## config.mk

```make
export PLATFORM = sky130hd
export DESIGN_NAME = gpio_pad_ctrl_flat
export DESIGN_NICKNAME = d
export VERILOG_FILES = /design/src/rtl/gpio_pad_pkg.sv /design/src/rtl/gpio_pad_ctrl_if.sv /design/src/rtl/gpio_in_sync.sv /design/src/rtl/gpio_pad_ctrl.sv /design/src/flat_wrapper.sv
export SDC_FILE = /design/constraint.sdc
export NUM_CORES = 1
export LEC_CHECK = 0
export CAP_MARGIN = 5
export CORE_ASPECT_RATIO = 1.1
export CORE_MARGIN = 2
export CORE_UTILIZATION = 50
export DETAILED_ROUTE_END_ITERATION = 8
export PLACE_DENSITY = 0.79
export SLEW_MARGIN = 20
export SYNTH_ARGS = -nofsm -noshare
export SYNTH_HDL_FRONTEND = slang
export SYNTH_SLANG_ARGS = --single-unit
```

## constraint.sdc

```tcl
create_clock -name clk -period 1.45 [get_ports clk]
set_input_delay 0.29 -clock clk [delete_from_list [all_inputs] [get_ports clk]]
set_output_delay 0.29 -clock clk [all_outputs]
set_load 0.02 [all_outputs]
```

## src/rtl/gpio_pad_pkg.sv

```systemverilog
`default_nettype none
// +----------------------------------------------------------------------+
// | gpio_pad_pkg                                                         |
// | Shared types and the pad mode decode for the GPIO pad controller.    |
// | Rev 1.0                                                              |
// +----------------------------------------------------------------------+
package gpio_pad_pkg;

    typedef enum logic [1:0] {
        MODE_HIGHZ  = 2'b00,
        MODE_INPUT  = 2'b01,
        MODE_OUTPUT = 2'b10,
        MODE_BIDIR  = 2'b11
    } mode_e;

    typedef enum logic [1:0] {
        SEQ_RAMP   = 2'd0,
        SEQ_EN_H   = 2'd1,
        SEQ_ACTIVE = 2'd2
    } seq_state_e;

    typedef struct packed {
        logic inp;
        logic oe;
    } pad_ctl_t;

    function automatic pad_ctl_t mode_decode(input mode_e m);
        pad_ctl_t c;
        case (m)
            MODE_HIGHZ:  c = '{inp: 1'b0, oe: 1'b0};
            MODE_INPUT:  c = '{inp: 1'b1, oe: 1'b0};
            MODE_OUTPUT: c = '{inp: 1'b0, oe: 1'b1};
            MODE_BIDIR:  c = '{inp: 1'b1, oe: 1'b1};
            default:     c = '{inp: 1'b0, oe: 1'b0};
        endcase
        return c;
    endfunction

endpackage
`default_nettype wire

```

## src/rtl/gpio_pad_ctrl_if.sv

```systemverilog
`default_nettype none
// +----------------------------------------------------------------------+
// | gpio_pad_ctrl_if                                                     |
// | Serial configuration chain port of the GPIO pad controller.          |
// | Rev 1.0                                                              |
// +----------------------------------------------------------------------+
interface gpio_pad_ctrl_if;

    logic cfg_data_in;
    logic cfg_shift;
    logic cfg_load;
    logic cfg_data_out;

    modport master (
        output cfg_data_in,
        output cfg_shift,
        output cfg_load,
        input  cfg_data_out
    );

    modport slave (
        input  cfg_data_in,
        input  cfg_shift,
        input  cfg_load,
        output cfg_data_out
    );

endinterface
`default_nettype wire

```

## src/rtl/gpio_in_sync.sv

```systemverilog
`default_nettype none
// +----------------------------------------------------------------------+
// | gpio_in_sync                                                         |
// | Two-flop synchroniser for one raw pad input.                         |
// | Rev 1.0                                                              |
// +----------------------------------------------------------------------+
module gpio_in_sync (
    input  wire  clk,
    input  wire  rst_n,
    input  wire  i_d,
    output logic o_q
);

    logic r_meta;
    logic r_sync;

    always_ff @(posedge clk or negedge rst_n) begin
        if (!rst_n) begin
            r_meta <= 1'b0;
            r_sync <= 1'b0;
        end else begin
            r_meta <= i_d;
            r_sync <= r_meta;
        end
    end

    assign o_q = r_sync;

endmodule
`default_nettype wire

```

## src/rtl/gpio_pad_ctrl.sv

```systemverilog
`default_nettype none
// +----------------------------------------------------------------------+
// | gpio_pad_ctrl                                                        |
// | Mode chain, HV enable sequencer and input sync for a GPIO pad bank.  |
// | Rev 1.0                                                              |
// +----------------------------------------------------------------------+
module gpio_pad_ctrl
    import gpio_pad_pkg::*;
#(
    parameter int         NUM_PADS     = 8,
    parameter int         ENABLE_DLY   = 16,
    parameter logic [1:0] DEFAULT_MODE = 2'b01
) (
    input  wire                  clk,
    input  wire                  rst_n,
    input  wire                  seq_restart,
    gpio_pad_ctrl_if.slave       cfg,
    input  wire  [NUM_PADS-1:0]  core_out,
    output logic [NUM_PADS-1:0]  core_in,
    input  wire  [NUM_PADS-1:0]  pad_in,
    output logic [NUM_PADS-1:0]  pad_out,
    output logic [NUM_PADS-1:0]  pad_oe,
    output logic [NUM_PADS-1:0]  pad_enable_h,
    output logic [NUM_PADS-1:0]  pad_enable_inp_h,
    output logic                 seq_ready
);

    localparam int c_chain_w = 2 * NUM_PADS;
    localparam int c_cnt_w   = (ENABLE_DLY > 1) ? $clog2(ENABLE_DLY) : 1;
    localparam logic [c_cnt_w-1:0] c_cnt_last = c_cnt_w'(ENABLE_DLY - 1);

    logic [c_chain_w-1:0] r_chain;
    mode_e                r_mode [NUM_PADS];

    seq_state_e           r_state;
    seq_state_e           w_state_nxt;
    logic [c_cnt_w-1:0]   r_cnt;

    logic [NUM_PADS-1:0]  w_inp_dec;
    logic [NUM_PADS-1:0]  w_oe_dec;
    logic [NUM_PADS-1:0]  w_sync;

    logic [NUM_PADS-1:0]  r_enable_h;
    logic [NUM_PADS-1:0]  r_enable_inp_h;
    logic [NUM_PADS-1:0]  r_oe;
    logic                 r_seq_ready;
    logic [NUM_PADS-1:0]  r_core_in;

    // Configuration shift chain; the MSB leaves the block for daisy-chaining.
    always_ff @(posedge clk or negedge rst_n) begin
        if (!rst_n) begin
            r_chain <= '0;
        end else if (cfg.cfg_shift) begin
            r_chain <= {r_chain[c_chain_w-2:0], cfg.cfg_data_in};
        end
    end

    assign cfg.cfg_data_out = r_chain[c_chain_w-1];

    // Load samples the chain as it was before any shift on the same edge.
    always_ff @(posedge clk or negedge rst_n) begin
        if (!rst_n) begin
            for (int k = 0; k < NUM_PADS; k++) begin
                r_mode[k] <= mode_e'(DEFAULT_MODE);
            end
        end else if (cfg.cfg_load) begin
            for (int k = 0; k < NUM_PADS; k++) begin
                r_mode[k] <= mode_e'(r_chain[2*k +: 2]);
            end
        end
    end

    generate
        for (genvar k = 0; k < NUM_PADS; k++) begin : g_pad
            pad_ctl_t w_ctl;
            assign w_ctl        = mode_decode(r_mode[k]);
            assign w_inp_dec[k] = w_ctl.inp;
            assign w_oe_dec[k]  = w_ctl.oe;
        end
    endgenerate

    always_comb begin
        w_state_nxt = r_state;
        case (r_state)
            SEQ_RAMP:   if (r_cnt == c_cnt_last) w_state_nxt = SEQ_EN_H;
            SEQ_EN_H:   w_state_nxt = SEQ_ACTIVE;
            SEQ_ACTIVE: w_state_nxt = SEQ_ACTIVE;
            default:    w_state_nxt = SEQ_RAMP;
        endcase
        if (seq_restart) begin
            w_state_nxt = SEQ_RAMP;
        end
    end

    // Pin controls are registered from the next state so they change on the
    // same edge as the state, without any path from the cfg inputs.
    always_ff @(posedge clk or negedge rst_n) begin
        if (!rst_n) begin
            r_state        <= SEQ_RAMP;
            r_cnt          <= '0;
            r_enable_h     <= '0;
            r_enable_inp_h <= '0;
            r_oe           <= '0;
            r_seq_ready    <= 1'b0;
        end else begin
            r_state <= w_state_nxt;
            if ((r_state == SEQ_RAMP) && !seq_restart) begin
                r_cnt <= r_cnt + 1'b1;
            end else begin
                r_cnt <= '0;
            end
            r_enable_h     <= (w_state_nxt != SEQ_RAMP)   ? '1 : '0;
            r_enable_inp_h <= (w_state_nxt == SEQ_ACTIVE) ? w_inp_dec : '0;
            r_oe           <= (w_state_nxt == SEQ_ACTIVE) ? w_oe_dec  : '0;
            r_seq_ready    <= (w_state_nxt == SEQ_ACTIVE);
        end
    end

    generate
        for (genvar k = 0; k < NUM_PADS; k++) begin : g_sync
            gpio_in_sync u_sync (
                .clk   (clk),
                .rst_n (rst_n),
                .i_d   (pad_in[k]),
                .o_q   (w_sync[k])
            );
        end
    endgenerate

    always_ff @(posedge clk or negedge rst_n) begin
        if (!rst_n) begin
            r_core_in <= '0;
        end else begin
            r_core_in <= w_sync & r_enable_inp_h;
        end
    end

    assign core_in          = r_core_in;
    assign pad_out          = core_out & r_oe;
    assign pad_oe           = r_oe;
    assign pad_enable_h     = r_enable_h;
    assign pad_enable_inp_h = r_enable_inp_h;
    assign seq_ready        = r_seq_ready;

endmodule
`default_nettype wire

```

## src/flat_wrapper.sv

```systemverilog
// flat-port wrapper written by rule: the top's interface ports become plain ports
module gpio_pad_ctrl_flat import gpio_pad_pkg::*;
#(
    parameter int         NUM_PADS     = 8,
    parameter int         ENABLE_DLY   = 16,
    parameter logic [1:0] DEFAULT_MODE = 2'b01
)
  (clk, rst_n, seq_restart, core_out, core_in, pad_in, pad_out, pad_oe, pad_enable_h, pad_enable_inp_h, seq_ready, cfg_cfg_data_in, cfg_cfg_shift, cfg_cfg_load, cfg_cfg_data_out);
  gpio_pad_ctrl_if cfg_i ();
  input  wire clk;
  input  wire rst_n;
  input  wire seq_restart;
  input  wire  [NUM_PADS-1:0] core_out;
  output logic [NUM_PADS-1:0] core_in;
  input  wire  [NUM_PADS-1:0] pad_in;
  output logic [NUM_PADS-1:0] pad_out;
  output logic [NUM_PADS-1:0] pad_oe;
  output logic [NUM_PADS-1:0] pad_enable_h;
  output logic [NUM_PADS-1:0] pad_enable_inp_h;
  output logic seq_ready;
  input wire logic [$bits(cfg_i.cfg_data_in)-1:0] cfg_cfg_data_in;
  input wire logic [$bits(cfg_i.cfg_shift)-1:0] cfg_cfg_shift;
  input wire logic [$bits(cfg_i.cfg_load)-1:0] cfg_cfg_load;
  output wire logic [$bits(cfg_i.cfg_data_out)-1:0] cfg_cfg_data_out;
  assign cfg_i.cfg_data_in = cfg_cfg_data_in;
  assign cfg_i.cfg_shift = cfg_cfg_shift;
  assign cfg_i.cfg_load = cfg_cfg_load;
  assign cfg_cfg_data_out = cfg_i.cfg_data_out;
  gpio_pad_ctrl #(.NUM_PADS(NUM_PADS), .ENABLE_DLY(ENABLE_DLY), .DEFAULT_MODE(DEFAULT_MODE)) u_core (.clk(clk), .rst_n(rst_n), .seq_restart(seq_restart), .cfg(cfg_i), .core_out(core_out), .core_in(core_in), .pad_in(pad_in), .pad_out(pad_out), .pad_oe(pad_oe), .pad_enable_h(pad_enable_h), .pad_enable_inp_h(pad_enable_inp_h), .seq_ready(seq_ready));
endmodule
```

### After elaboration in Yosys (flattened, before gate mapping)

Index checks and enable logic that the tools add are counted.
W data, S select, Z words.

* flip-flop bits (word level): 87
* input bits: 22
* output and inout bits: 42
* logic and storage cells: 91

* $add $sub $neg: 1
* equal/unequal tests: 28
* multiplexer cells: 15
* bitwise gates (word level): 2
* reduce and logical (&&, ||, !) cells: 13

Operators with widths (number)
* $pmux W2 S4: 8
* $eq A2 B2 Y1 const B: 18
* $mux W8: 3
* $eq A2 B1 Y1 const B: 9
* $logic_not A2 Y1: 9
* $and A8 B8 Y8: 2
* $add A4 B1 Y4 const B: 1
* $eq A4 B4 Y1 const B: 1
* $mux W2: 2
* $mux W4: 1
* $pmux W2 S2: 1
* $reduce_bool A2 Y1: 1
* $reduce_or A2 Y1: 1
* $logic_and A1 B1 Y1: 1
* $logic_not A1 Y1: 1

### Longest topological paths before layout

* depth after elaboration: 6
* depth in mapped cells: 6
* gate-level depth less buffers: 4

### By module

From an unflattened synthesis, not the netlist that was laid out.

* cells, all modules: 216
* area, all modules: 2912.8 um^2

By module, submodules not included
* gpio_pad_ctrl: times used 1, cells an instance 200, area each 2512.4 um^2
* gpio_in_sync: times used 8, cells an instance 2, area each 50.0 um^2

### Worst setup path before layout

Ideal clock, no wire load.

* path type: flip-flop to flip-flop
* from: register u_core.r_state[0]
* to: register u_core.r_enable_inp_h[0] (netlist: u_core.pad_enable_inp_h[0])
* arrival: 1.199 ns
* data required time: 1.317 ns
* slack: 0.118 ns
* stages on the path, launching flop included: 7
* buffers on the path: 2
* clock period less this slack: 1.332 ns
* cells stage by stage: dfrtp_1 inv_1 ha_1 nand2b_1 buf_2 buf_2 a211oi_2

* word-level cells in the longest chain between the ends: 6

RTL lines
* from (decl): RTL line gpio_pad_ctrl.sv:35 `seq_state_e r_state;`
* from (signal assigned): RTL line gpio_pad_ctrl.sv:106 `r_state <= w_state_nxt;`
* $eq A2 B1 Y1 / $eq A2 B2 Y1 (equally long branches): RTL line gpio_pad_ctrl.sv:84 `case (r_state)`
* $reduce_or A2 Y1 (no source line)
* $pmux W2 S2 *: RTL line gpio_pad_ctrl.sv:84
* $mux W2 *: RTL line gpio_pad_ctrl.sv:90 `if (seq_restart) begin`
* $eq A2 B2 Y1 *: RTL line gpio_pad_ctrl.sv:113 `r_enable_inp_h <= (w_state_nxt == SEQ_ACTIVE) ? w_inp_dec : '0;`
* $mux W8 *: RTL line gpio_pad_ctrl.sv:113
* to (signal assigned): RTL line gpio_pad_ctrl.sv:113
* to (decl): RTL line gpio_pad_ctrl.sv:44 `logic [NUM_PADS-1:0] r_enable_inp_h;`

Mark *: on every way between the ends. The rest lies on a longest branch, timed or not.
A chain may end at the register's enable or synchronous reset.

### Worst setup path after layout

* from: input core_out[7]
* to: output pad_out[7]

* word-level cells in the longest chain between the ends: 1

RTL lines
* from (decl): RTL line flat_wrapper.sv:13 `input wire [NUM_PADS-1:0] core_out;`
* $and A8 B8 Y8: RTL line gpio_pad_ctrl.sv:139 `assign pad_out = core_out & r_oe;`
* to (decl): RTL line flat_wrapper.sv:16 `output logic [NUM_PADS-1:0] pad_out;`

Every way passes these cells.

==> qor.txt <==
status - completed
Ports - 64
number of sinks driven by the clock tree - 80
via count of the first global-routing pass - 1771
cell with the most instances after synthesis - sky130_fd_sc_hd__dfrtp_1
cell with the biggest individual delay on the critical path - sky130_fd_sc_hd__clkdlybuf4s50_1
CP cell instances - clkdlybuf4s50_1, and2_1, clkdlybuf4s15_2
total placed cells including tap cells - 350
Antenna Cells - 0
hold path depth - 0
Hold Crit Endpoint - u_core.g_sync[2].u_sync.o_q
post-synthesis instance area - 2913 um^2
category of the worst setup path launch point - primary input
r2r worst-path depth - 4
max incr delay on CP - 0.46 ns
clock slew at the register clock pins of the worst setup and hold paths - 0.07 ns
overall die area - 6453 um^2
first element of the critical path - core_out[7]
Critical R2R Capture - u_core.pad_oe[4]
count of buffers from port buffering - 63
Fin Setup TNS - 0 ns
final setup violation count - 0
Main synth FF type - sky130_fd_sc_hd__dfrtp_1
root cell of the clock tree - sky130_fd_sc_hd__clkbuf_8
Rows - 29
Final Slew Violations - 0
Max FO, Critical Path - 1
library cells used by synthesis - 26
number of levels the H-tree was split into - 3
RSZ-0062 raised after global routing - no
minimum clock period - 1.414 ns
Mapped Cells - 216
cell accounting for the most synthesized area - sky130_fd_sc_hd__dfrtp_1
worst ir drop on vdd - 0.9879 mV
actual slew at the worst max-slew pin - 0.2735 ns
kind of critical path - in -> out
origin of the worst min-delay path - u_core.g_sync[2].u_sync.r_meta
routed len/inst - 13.27 um
initial cell density of the core - 51.13%
Synth Area per Inst - 13.49 um^2
drt drc - 0
worst slew slack as a fraction of its limit - 81.77%
endpoint arrival time on the critical path - 1.12 ns
share of the clock period used by the worst path after layout - 97.48%
synthesis-to-layout area growth - 31.83%
class of the tightest hold or removal check - reg -> reg
reg-to-reg startpoint - u_core.r_cnt[0]
area of the multi-input gates - 724.4 um^2
via density per instance - 4.785
endpoint kind of the worst setup timing path - output pin
clock latency at the later pin of the worst-skew pair - 0.34 ns
Via Count - 1756
proportion of netlist area held by the largest area contributor - 61.86%
largest net degree at the start of global routing - 41
detailed router's first-iteration violation count - 123
count of final hold-check violations - 0
first-pass GRT wire length - 8362 um
synthesized net count - 240
Final HPWL DP - 3489 um
Worst R2R Setup Slack - 0.08 ns
flip-flop and latch count after synthesis - 80
biggest area contributors in the synthesized netlist - sky130_fd_sc_hd__dfrtp_1, sky130_fd_sc_hd__dfstp_2, sky130_fd_sc_hd__mux2_2
highest attainable clock frequency - 707.5 MHz
initial antenna violation count - 0
proportion of layout cells with a drive suffix above 1 - 25.17%
max-cap violation count - 0
CTS tree - built
total power density per cell area - 1326 nW/um^2
global route overflow - 0
antenna-violating nets left - 0
die outline width - 76.78 um
final non-filler cell total - 367
final-stage net count - 310
Data required, critical path - 1.16 ns
EDFF count, synth - 0
leakage power - 1.875 nW
Core Area - 5697 um^2
Die H - 84.05 um
RePlAce Congestion - 0.7224
DRT Pass-1 Iters - 3
share of the yosys chip area belonging to registers - 69.07%
global routing usage summed across all routing layers - 17.11%
clock tree buffer depth - 2
sequential cell area - 2013 um^2
number of buffers created by CTS - 9
setup skew after layout - 0.01015 ns
asr flop ratio synth - 100.0%
number of filler cells placed in the layout - 428
top cells by instance count after synthesis - sky130_fd_sc_hd__dfrtp_1, sky130_fd_sc_hd__inv_1
total length of routed wires - 4871 um
Yosys Warn Count - 0
==> report_power, final <==
group          internal, mW  total [mW]  switching, mW  leakage (nW)
sequential             2.61        2.79          0.171          1.00
clock                  1.00        1.72          0.720         0.109
combinational         0.297       0.584          0.288         0.762
total                  3.91        5.09           1.18          1.88
==> registers in the layout, summed over array words and instances (netlist names) <==
name and count:
u_core.g_sync.u_sync.o_q 8, u_core.r_state 2, u_core.g_sync.u_sync.r_meta 8, u_core.r_mode 16, u_core.pad_enable_h 1, u_core.core_in 8, u_core.r_cnt 4, u_core.pad_oe 8
u_core.seq_ready 1, u_core.pad_enable_inp_h 8, u_core.r_chain 16
==> worst max-delay path by stage <==
stage | endpoint | slack, ns | cells past startpoint
after floorplan | u_core.pad_enable_inp_h[0] | 0.12 | 6
after global placement | pad_out[6] | -0.28 | 3
after detailed placement | pad_out[1] | -0.32 | 3
after CTS | pad_enable_h[7] | -0.004 | 1
after global routing | pad_out[3] | 0.003 | 2
final | pad_out[7] | 0.04 | 3
==> through the flow <==
step | setup WS (ns) | cell area [um^2] | utilization (%) | hold slack, ns | power (mW)
after floorplan | 0.1180 | 2913 | - | -0.005591 | 3.146
after global placement | -0.2821 | 3645 | 63.98 | 0.1847 | 3.377
after detailed placement | -0.3234 | 3645 | 63.98 | 0.1910 | 3.426
after CTS | -0.004423 | 3830 | 67.23 | 0.3544 | 5.150
after global routing | 0.002860 | 3840 | 67.41 | 0.3556 | 5.376
final | 0.03650 | 3840 | 67.41 | 0.3525 | 5.091
==> critical path, delay by kind of cell <==
| kind | cells | cell delay (ns) |
|---|---|---|
| buffers and inverters | 2 | 0.71 |
| AND/OR/NAND/NOR | 1 | 0.12 |
==> layout by cell type, fill, tap and decap left out, drive strengths merged, types with 3 or more instances in the layout <==
master	netlist	layout
a211oi	16	16
a21oi	3	3
and2	16	16
buf	15	16
clkbuf	3	14
clkdlybuf4s15	0	11
clkdlybuf4s50	0	20
dfrtp	72	72
dfstp	8	8
dlygate4sd2	0	26
inv	20	20
mux2	16	16
nand2	16	16
nor2	3	3
o21ai	16	16
==> routing by layer <==
metal / up-vias / wire length (um) / global-route usage (%)
met5: - / 0 / 0
met4: 0 / 113 / 9.421
met3: 10 / 195 / 5.195
met2: 41 / 2447 / 28.07
met1: 867 / 2114 / 20.06
li1: 838 / - / -
==> kinds of logic after synthesis <==
| kind of cell | synth area share (%) |
|---|---|
| buffers and inverters | 6.701 |
| flip-flops | 69.07 |
| AND/OR/NAND/NOR | 7.475 |
| XOR/XNOR | 0.3007 |
| AO/OA/AOI/OAI | 9.064 |
| multiplexers | 6.529 |
| adder cells (fa/ha/maj) | 0.8590 |
==> layout make-up <==
type / instances / share of cell area (%)
flip-flops and latches: 80 / 52.43
multi-input cells: 98 / 18.87
repair buffers: 77 / 18.74
clock buffers: 11 / 3.682
well taps: 77 / 2.509
inverters: 20 / 1.955
clock inverters: 4 / 1.825
==> timing repair <==
action,in CTS,in global routing
setup buffers,0,1
endpoints found under the setup margin,42,20
hold buffers,1,0
gates resized for setup,55,18
hold endpoints to repair,17,0
No activity file was read; power rests on OpenSTA's default activity.
==> edit (config.mk and constraints unchanged) <==
`ENABLE_DLY` is set to 16 in 2 places; all go to 32.
--- a/src/rtl/gpio_pad_ctrl.sv
+++ b/src/rtl/gpio_pad_ctrl.sv
@@ -10,3 +10,3 @@
     parameter int         NUM_PADS     = 8,
-    parameter int         ENABLE_DLY   = 16,
+    parameter int         ENABLE_DLY   = 32,
     parameter logic [1:0] DEFAULT_MODE = 2'b01
--- a/src/flat_wrapper.sv
+++ b/src/flat_wrapper.sv
@@ -4,3 +4,3 @@
     parameter int         NUM_PADS     = 8,
-    parameter int         ENABLE_DLY   = 16,
+    parameter int         ENABLE_DLY   = 32,
     parameter logic [1:0] DEFAULT_MODE = 2'b01
Function: no difference found for any inputs over 10 cycles, from zero or initial values and one cycle with rst_n low; that may be too few to reach the edited logic, so the function may still have changed.
==> edit against the unedited design <==
The flow now finishes with violations (negative setup slack). Final area up 1.3%. Clock skew down 0.0060 ns. Wire length up 5.5%. Global-route usage down 0.90 points. Register-to-register slack worse by 0.21 ns. Sequential cell count up 1. Power up 1.5%. Worst setup slack worse by 0.16 ns. Synthesized area up 1.4%. Largest cell class unchanged. Largest power group unchanged.
==> edit: results (changes against the unedited design) <==
Outcome: finished with violations (was finished clean)
Failing checks: negative setup slack
Filler instances: 447 (was 428)
VDD IR max: 905 uV (was 988 uV)
Synth cell count leaders: 73 x dfrtp_1, 32 x mux2_2, 16 x and2_1 (was 72 x dfrtp_1, 20 x inv_1)
CP Max Fanout: 5 (was 1)
Distinct cells, synth: 22 (was 26)
Post-Synth Adder-Cell Area: 1.27% (was 0.859%)
Setup_tns: -1.80 ns (was 0 ns)
Sequential fraction of the synthesis area: 69.0% (was 69.1%)
Nets: 281 (was 310)
Net count after synthesis: 210 (was 240)
Final instance count without filler cells: 337 (was 367)
Final setup fails: 18 (was 0)
Post-Syn Instances: 185 (was 216)
Setup WS pre-CTS: -0.349 ns (was -0.323 ns)
Fraction of registers with async set or reset after synthesis: 100% (unchanged)
First-pass DRT Iterations: 4 (was 3)
DP Wirelength: 3130 um (was 3490 um)
Synth Area in Compound Gates: 0.593% (was 9.06%)
Worst-Skew Late Latency: 0.34 ns (about the same)
Largest cells by area after synthesis: dfrtp_1 62%, mux2_2 12%, dfstp_2 7.1% (was dfrtp_1 62%, dfstp_2 7.2%, mux2_2 6.2%)
Lkg Pwr: 1.88 nW (about the same)
Setup ws final: -0.128 ns (was 0.0365 ns)
Vias: 1623 (was 1756)
DP Cell Count: 318 (was 350)
Largest net degree at the start of global routing: 82 (was 41)
First-pass GRT wire length: 7950 um (was 8360 um)
Routed len/inst: 15.2 um (was 13.3 um)
Placement Cell Area: 3680 um^2 (was 3640 um^2)
DRT iter0 DRCs: 88 (was 123)
Post-synthesis mux area share: 12.5% (was 6.53%)
Share of layout cells above drive strength 1: 38.1% (was 25.2%)
XOR/XNOR Fraction of Synth Area: 0.296% (was 0.301%)
Slew headroom: 72.7% (was 81.8%)
CTS Root Cell: clkbuf_8 (unchanged)
GRT Total Usage: 16.2% (was 17.1%)
CTS Buf Count: 9 (unchanged)
Routability Congestion: 0.696 (was 0.722)
Clock Skew: 0.00412 ns (was 0.0102 ns)
-- edit: changes by cell type after synthesis, moves of 4 or more --
cell	before	now
mux2_2	16	32
nand2_1	16	0
a211oi_2	8	0
nor3b_2	0	9
a211oi_1	8	0
nor2_1	3	7
nor3b_1	0	7
inv_1	20	5
o21ai_0	16	0
-- edit: final cells by class --
cell class              count  area (um^2)  area share, %
clock inverters             3         40.0           1.03
clock buffers              12          155           3.99
multi-input cells          84          825           21.2
repair buffers             75          719           18.5
well taps                  77         96.3           2.48
flip-flops and latches     81         2040           52.3
inverters                   5         18.8          0.482
-- edit: power breakdown --
| part | internal (mW) | switching (mW) | total, mW |
|---|---|---|---|
| registers | 2.70 | 0.231 | 2.93 |
| logic | 0.425 | 0.192 | 0.616 |
| clock network | 0.875 | 0.741 | 1.62 |
| total | 4.00 | 1.16 | 5.16 |
-- edit: cell families after synthesis --
group | Yosys count
and+or+nand+nor | 45
DFF | 81
buffers and inverters | 20
adders and majority gates | 3
AOI/OAI and AO/OA | 2
muxes | 33
xor gates and xnor gates | 1
-- edit: final timing paths --
kind	slack, ns	cells after the start	startpoint	endpoint
max in group asynchronous	0.58	3	rst_n	u_core.r_mode[4]
worst min register to register	0.35	0	u_core.g_sync[4].u_sync.r_meta	u_core.g_sync[4].u_sync.o_q
worst min-delay path	0.35	0	u_core.g_sync[4].u_sync.r_meta	u_core.g_sync[4].u_sync.o_q
worst max-delay path	-0.13	6	u_core.r_cnt[0]	u_core.pad_enable_h[6]
min in group asynchronous	0.51	3	rst_n	u_core.core_in[1]
worst max register to register	-0.13	6	u_core.r_cnt[0]	u_core.pad_enable_h[6]
-- edit: repair_timing --
item	in CTS	in global routing
hold buffers	1	0
resized for setup	55	25
pin swaps	0	6
endpoints found under the hold margin	73	0
buffers inserted	0	1
cloned	0	2
setup endpoints to repair	59	31
-- edit: critical path: stages, from the launching register on --
cell,delay [ns]
dfrtp_1,0.39
ha_2,0.19
and3_4,0.18
ha_4,0.16
o21a_4,0.23
buf_12,0.14
o21ba_4,0.18
-- edit: metal layers --
metal	GRT usage [%]	vias up	wire, um
met5	0	-	0
met4	9.74	0	109
met3	4.95	8	234
met2	24.3	44	2550
met1	20.8	832	2240
li1	-	739	-
